**src/rtl/ifu_pkg.sv**
```systemverilog
// Shared types and constants for the instruction fetch unit.
package ifu_pkg;

  localparam int unsigned XLEN = 32;

  // Fetch FSM encodings
  localparam logic [1:0] ST_IDLE = 2'd0;  // nothing outstanding
  localparam logic [1:0] ST_WAIT = 2'd1;  // outstanding, response kept
  localparam logic [1:0] ST_DROP = 2'd2;  // outstanding, response discarded

  // One buffered instruction handed to the core
  typedef struct packed {
    logic [XLEN-1:0] inst;
    logic [XLEN-1:0] pc;
    logic            err;
  } fetch_entry_t;

  // Clear the byte offset of an address
  function automatic logic [XLEN-1:0] align_word(input logic [XLEN-1:0] addr);
    return {addr[XLEN-1:2], 2'b00};
  endfunction

endpackage

```
**src/rtl/fetch_fifo.sv**
```systemverilog
// Small registered FIFO of fetched entries; head drives the core directly.
module fetch_fifo
  import ifu_pkg::*;
#(
  parameter int unsigned DEPTH = 2
) (
  input  logic                     clk,
  input  logic                     rst_n,
  input  logic                     push,
  input  fetch_entry_t             push_data,
  input  logic                     pop,
  input  logic                     flush,
  output fetch_entry_t             head,
  output logic                     full,
  output logic                     empty,
  output logic [$clog2(DEPTH):0]   count
);

  localparam int unsigned PW = $clog2(DEPTH);
  localparam int unsigned CW = PW + 1;

  fetch_entry_t  mem [DEPTH];
  logic [PW-1:0] wr_ptr;
  logic [PW-1:0] rd_ptr;
  logic          do_push;
  logic          do_pop;

  // A push on a full FIFO is only taken when the head leaves the same cycle
  assign empty   = (count == '0);
  assign full    = (count == CW'(DEPTH));
  assign do_pop  = pop && !empty;
  assign do_push = push && (!full || do_pop);
  assign head    = mem[rd_ptr];

  // Storage, pointers and occupancy; flush empties without touching storage
  always_ff @(posedge clk or negedge rst_n) begin
    if (!rst_n) begin
      wr_ptr <= '0;
      rd_ptr <= '0;
      count  <= '0;
      mem    <= '{default: '0};
    end else if (flush) begin
      wr_ptr <= '0;
      rd_ptr <= '0;
      count  <= '0;
    end else begin
      if (do_push) begin
        mem[wr_ptr] <= push_data;
        wr_ptr      <= wr_ptr + PW'(1);
      end
      if (do_pop) begin
        rd_ptr <= rd_ptr + PW'(1);
      end
      count <= count + CW'(do_push) - CW'(do_pop);
    end
  end

endmodule

```
**src/rtl/inst_fetch_unit.sv**
```systemverilog
// Instruction fetch: owns the fetch PC, issues single outstanding word
// reads, buffers responses and restarts on core redirects.
module inst_fetch_unit
  import ifu_pkg::*;
#(
  parameter logic [31:0] RESET_PC   = 32'h8000_0000,
  parameter int unsigned FIFO_DEPTH = 2
) (
  input  logic        clk,
  input  logic        rst_n,
  input  logic        redirect_valid,
  input  logic [31:0] redirect_pc,
  output logic        imem_req_valid,
  input  logic        imem_req_ready,
  output logic [31:0] imem_req_addr,
  input  logic        imem_rsp_valid,
  input  logic [31:0] imem_rsp_data,
  input  logic        imem_rsp_err,
  output logic        inst_valid,
  input  logic        inst_ready,
  output logic [31:0] inst,
  output logic [31:0] inst_pc,
  output logic        inst_err
);

  localparam int unsigned CW = $clog2(FIFO_DEPTH) + 1;

  logic [1:0]    state, state_nx;
  logic [31:0]   fpc, fpc_nx;
  logic [31:0]   req_pc;
  logic [31:0]   pend_addr;
  logic          pend, pend_nx;
  logic          pend_drop, pend_drop_nx;
  logic          outstanding;
  logic          issue;
  logic          acc;
  logic          drop_acc;
  logic          push;
  logic          pop;
  logic          fifo_full;
  logic          fifo_empty;
  logic [CW-1:0] count;
  logic [CW-1:0] count_nx;
  fetch_entry_t  push_data;
  fetch_entry_t  head;

  fetch_fifo #(
    .DEPTH (FIFO_DEPTH)
  ) u_fifo (
    .clk       (clk),
    .rst_n     (rst_n),
    .push      (push),
    .push_data (push_data),
    .pop       (pop),
    .flush     (redirect_valid),
    .head      (head),
    .full      (fifo_full),
    .empty     (fifo_empty),
    .count     (count)
  );

  assign inst_valid = !fifo_empty;
  assign inst       = head.inst;
  assign inst_pc    = head.pc;
  assign inst_err   = head.err;
  assign push_data  = '{inst: imem_rsp_data, pc: req_pc, err: imem_rsp_err};

  // Issue decision, request channel and FSM next state
  always_comb begin
    state_nx       = state;
    fpc_nx         = fpc;
    outstanding    = (state != ST_IDLE);
    pop            = inst_valid && inst_ready && !redirect_valid;
    push           = imem_rsp_valid && (state == ST_WAIT) && !redirect_valid &&
                     (!fifo_full || pop);
    count_nx       = count + CW'(push) - CW'(pop);
    // New request only if nothing stays in flight and a slot is reserved for it
    issue          = !redirect_valid && !(outstanding && !imem_rsp_valid) &&
                     (count_nx < CW'(FIFO_DEPTH));
    imem_req_valid = rst_n && (pend || issue);
    imem_req_addr  = pend ? pend_addr : fpc;
    acc            = imem_req_valid && imem_req_ready;
    drop_acc       = acc && ((pend && pend_drop) || redirect_valid);
    pend_nx        = imem_req_valid && !imem_req_ready;
    pend_drop_nx   = pend_nx && ((pend && pend_drop) || redirect_valid);

    if (acc) begin
      state_nx = drop_acc ? ST_DROP : ST_WAIT;
    end else if (imem_rsp_valid && outstanding) begin
      state_nx = ST_IDLE;
    end else if (redirect_valid && (state == ST_WAIT)) begin
      state_nx = ST_DROP;
    end

    if (redirect_valid) begin
      fpc_nx = align_word(redirect_pc);
    end else if (acc && !drop_acc) begin
      fpc_nx = fpc + 32'd4;
    end
  end

  // FSM state, fetch PC and held-request registers
  always_ff @(posedge clk or negedge rst_n) begin
    if (!rst_n) begin
      state     <= ST_IDLE;
      fpc       <= RESET_PC;
      req_pc    <= '0;
      pend      <= 1'b0;
      pend_addr <= '0;
      pend_drop <= 1'b0;
    end else begin
      state     <= state_nx;
      fpc       <= fpc_nx;
      pend      <= pend_nx;
      pend_drop <= pend_drop_nx;
      if (acc && !drop_acc) begin
        req_pc <= imem_req_addr;
      end
      if (pend_nx) begin
        pend_addr <= imem_req_addr;
      end
    end
  end

endmodule

```
**config.mk**
```make
export PLATFORM = sky130hd
export DESIGN_NAME = inst_fetch_unit
export DESIGN_NICKNAME = d
export VERILOG_FILES = /design/src/rtl/ifu_pkg.sv /design/src/rtl/fetch_fifo.sv /design/src/rtl/inst_fetch_unit.sv
export SDC_FILE = /design/constraint.sdc
export NUM_CORES = 1
export LEC_CHECK = 0
export ABC_AREA = 1
export CORE_MARGIN = 8
export CORE_UTILIZATION = 45
export DETAILED_ROUTE_END_ITERATION = 8
export PLACE_DENSITY = 0.75
export SLEW_MARGIN = 5
export SYNTH_ARGS = -nofsm -noshare
export SYNTH_HDL_FRONTEND = slang
export SYNTH_HIERARCHICAL = 1
export SYNTH_SLANG_ARGS = --single-unit
```
**constraint.sdc**
```tcl
create_clock -name clk -period 5 [get_ports clk]
set_clock_uncertainty 0.2 [all_clocks]
set_input_delay 1 -clock clk [delete_from_list [all_inputs] [get_ports clk]]
set_output_delay 1 -clock clk [all_outputs]
set_load 0.02 [all_outputs]
```
==> impl_metrics.ini <==
[run_status]
run_status = complete, no violations

[finish]
ff_latch_area_mm2 = 0.00581
most_common_cell_after_layout_fill_and_taps_aside = sky130_fd_sc_hd__nand2_1
finalInstanceArea_mm2 = 0.0144
multiInputGateArea_mm2 = 0.00522
proportion_of_layout_cells_with_a_drive_suffix_above_1_pct = 5.06
num-nets-final = 1777
area.growth.synth_to_final_pct = 22.0
filler_cell_count = 2416
highest_count_cells_in_the_layout_ignoring_fill_and_taps = 830 x sky130_fd_sc_hd__nand2_1, 230 x sky130_fd_sc_hd__dfrtp_1, 165 x sky130_fd_sc_hd__clkdlybuf4s50_1
fin_cells = 2056
finalCoreUtilization_pct = 55.6

[sta]
max_frequency_mhz = 235
finalSetupViolations = 0
final_min_period_over_clock_period_pct = 85.3
worst_slew_pin_slew_ps = 972
drv_slew = 0
period_minus_slack_ps = 4260
totalNegativeSetupSlack_ps = 0
relSlewSlack_pct = 35.2
finalHoldViolCount = 0
rsz0062_at_grt = false

[pwr]
power_switching_share_pct = 32.3
vdd_drop_max_mv = 0.286
combPwrFrac_pct = 25.7
leakagePower_nw = 7.48
total_power_mw = 6.02
netSwitchingPower_mw = 1.94
power_per_cell_area_mw_per_mm2 = 417
sequentialPowerShare_pct = 41.9
proportion_of_power_drawn_by_the_clock_network_pct = 32.4
power_report.internal_total_mw = 4.08

[clock_network]
cts.sinks = 232
postCtsSetupRepairBufs = 0
clock_tree.root_cell = sky130_fd_sc_hd__clkbuf_16
cts_inserted_buffers = 26
clkSlewWorstSetupHoldPaths_ps = 60
cts-hold-fix-buffers = 0
tritoncts_clock_tree = yes
cts_max_path_buffers = 3
clock_insertion_delay_worst_skew_ps = 520
htree_levels = 1
cts_resized = 0

[synthesis]
synth.yosys.warnings = 6
yosys.area.top_type_share_pct = 48.9
netlist.top_cell.by_area = sky130_fd_sc_hd__dfrtp_1
synth-seq-area-share_pct = 49.1
ys_top_cells_by_area = sky130_fd_sc_hd__dfrtp_1 49%, sky130_fd_sc_hd__nand2_1 26%, sky130_fd_sc_hd__nand4_1 7.4%
postSynthRegisterBits = 232
synth-edff-count = 0
yosysUniqueCellTypes = 28
asyncSetResetFlopFracSynth_pct = 100
synth_fp_nets = 1669
netlist_area_mm2 = 0.0118
synth_cells = 1594
synth.avg_cell_area_um2 = 7.41
synth_top_flop_cell = sky130_fd_sc_hd__dfrtp_1

[die]
io-pin-count = 170
die_w_um = 178
die_height_um = 178
start_util_pct = 45.6
design.core.area_mm2 = 0.0259
design.die.area_mm2 = 0.0317
row_count = 59

[setup_path]
worst_setup_path_start_kind = primary input
setup.worst_path.end_class = output pin
data_arrival_critical_path_ps = 3060
worstPathMaxFanout = 4
worst-endpoint-required_ps = 3800
category_of_the_critical_setup_timing_path = primary input to output pin

[place]
gp_routability_congestion = 0.949
dpl.cell_count = 2009
count_of_input_and_output_buffers = 167
dpl.hpwl_mm = 21.1
postPlaceCellArea_mm2 = 0.0135

[global_routing]
global_route_wire_length_before_repair_mm = 53.9
gr-total-overflow = 0
maximum_number_of_pins_on_one_net_before_global_route_repair = 102
global_route.usage.total_pct = 20.5
grt_antenna_before_repair = 0
first_global_vias = 10378

[route]
wl_per_cell_um = 16.0
drt_first_pass_iters = 5
route.antenna.remaining_nets = 0
route.vias.total = 10968
postRouteWirelength_mm = 32.9
drtIter0Drc = 1035
drc_errors = 0
routed_via_density = 5.33

[run]
timing.max_cap.violations = 0

[hold_path]
worstHoldPathType = primary input to async pin
==> sequential cells by signal, indices dropped and copies added (netlist names) <==
| name | count |
|---|---|
| u_fifo/count | 2 |
| u_fifo/wr_ptr | 1 |
| pend | 1 |
| u_fifo/rd_ptr | 1 |
| u_fifo/mem | 130 |
| req_pc | 32 |
| fpc | 30 |
| state | 2 |
| pend_addr | 32 |
| pend_drop | 1 |
==> critical path, stage by stage <==
cell and delay, ps:
sky130_fd_sc_hd__clkdlybuf4s50_1 460, sky130_fd_sc_hd__nand3_1 100, sky130_fd_sc_hd__inv_1 100, sky130_fd_sc_hd__ha_1 230, sky130_fd_sc_hd__inv_1 70, sky130_fd_sc_hd__nand3_1 70, sky130_fd_sc_hd__nand2_1 60, sky130_fd_sc_hd__nand3_1 100
sky130_fd_sc_hd__nand2_2 130, sky130_fd_sc_hd__nand2_2 80, sky130_fd_sc_hd__inv_1 70, sky130_fd_sc_hd__clkdlybuf4s50_1 600
==> cells by family (layout without fill, tap and decap cells) <==
family                     count (synthesis)  in the layout  synth area share [%]
other                                      0              1                     0
adders and majority gates                  4              4                 0.423
AOI/OAI and AO/OA                         81             81                  3.43
and+or+nand+nor                         1081           1081                  38.7
buffers and inverters                    177            303                  6.90
DFF                                      232            232                  49.1
xor gates and xnor gates                  19             19                  1.41
==> power by group through the flow <==
| stage | Sequential, mW | Combinational [mW] | Clock, mW |
|---|---|---|---|
| floorplan | 2.47 | 0.897 | 0 |
| global placement | 2.52 | 1.53 | 0 |
| detailed placement | 2.54 | 1.56 | 0 |
| CTS | 2.51 | 1.57 | 1.98 |
| global route | 2.57 | 1.72 | 2.07 |
| finish | 2.52 | 1.55 | 1.95 |
==> per-layer routing <==
metal / vias to the layer above / share of wire [%] / global-route usage, % / routed length, µm
met5: - / 0 / 0 / 0
met4: 0 / 1.3 / 3.89 / 434
met3: 36 / 7.8 / 3.47 / 2560
met2: 383 / 45 / 32.3 / 14900
met1: 5221 / 46 / 29.3 / 15000
li1: 5328 / - / - / -
==> area by class of cell <==
| type | count | area share (%) |
|---|---|---|
| clock buffer | 34 | 5.08 |
| antenna | 1 | 0.0174 |
| inverter | 68 | 1.77 |
| multi-input combinational | 1185 | 36.2 |
| sequential | 232 | 40.3 |
| clock inverter | 12 | 0.989 |
| tap | 335 | 2.91 |
| timing repair buffer | 189 | 12.7 |
==> cells in the mapped netlist, types with 3 or more instances <==
library cell	count
sky130_fd_sc_hd__nor3_1	12
sky130_fd_sc_hd__clkbuf_1	40
sky130_fd_sc_hd__nor2_2	4
sky130_fd_sc_hd__xor2_1	17
sky130_fd_sc_hd__ha_1	4
sky130_fd_sc_hd__dfrtp_1	231
sky130_fd_sc_hd__nand2_1	830
sky130_fd_sc_hd__buf_6	6
sky130_fd_sc_hd__buf_4	16
sky130_fd_sc_hd__nand3_1	60
sky130_fd_sc_hd__inv_2	3
sky130_fd_sc_hd__buf_2	37
sky130_fd_sc_hd__buf_1	10
sky130_fd_sc_hd__inv_1	65
sky130_fd_sc_hd__nand3_2	3
sky130_fd_sc_hd__nand4_1	140
sky130_fd_sc_hd__o21ai_0	77
sky130_fd_sc_hd__nor2_1	24
==> through the flow <==
step | setup slack, ps | hold slack (ps)
after floorplan | 1540 | 236
after global placement | 745 | 251
after detailed placement | 726 | 253
after CTS | 716 | 155
after global routing | 554 | 163
final | 736 | 160
==> worst paths after layout <==
check                                          start                    endpoint  slack [ps]  cells after the start
max                                       inst_ready              imem_req_valid         740                     12
max in group asynchronous                      rst_n  u_fifo/mem[98]$_DFFE_PN0P_        2490                      3
max reg2reg                u_fifo/count[1]$_DFF_PN0_      req_pc[11]$_DFFE_PN0P_        1640                     14
min                                            rst_n  u_fifo/mem[77]$_DFFE_PN0P_         160                      1
min reg2reg                u_fifo/mem[9]$_DFFE_PN0P_   u_fifo/mem[9]$_DFFE_PN0P_         270                      2
min in group clk           u_fifo/mem[9]$_DFFE_PN0P_   u_fifo/mem[9]$_DFFE_PN0P_         270                      2
No activity file was read; power rests on OpenSTA's default activity.
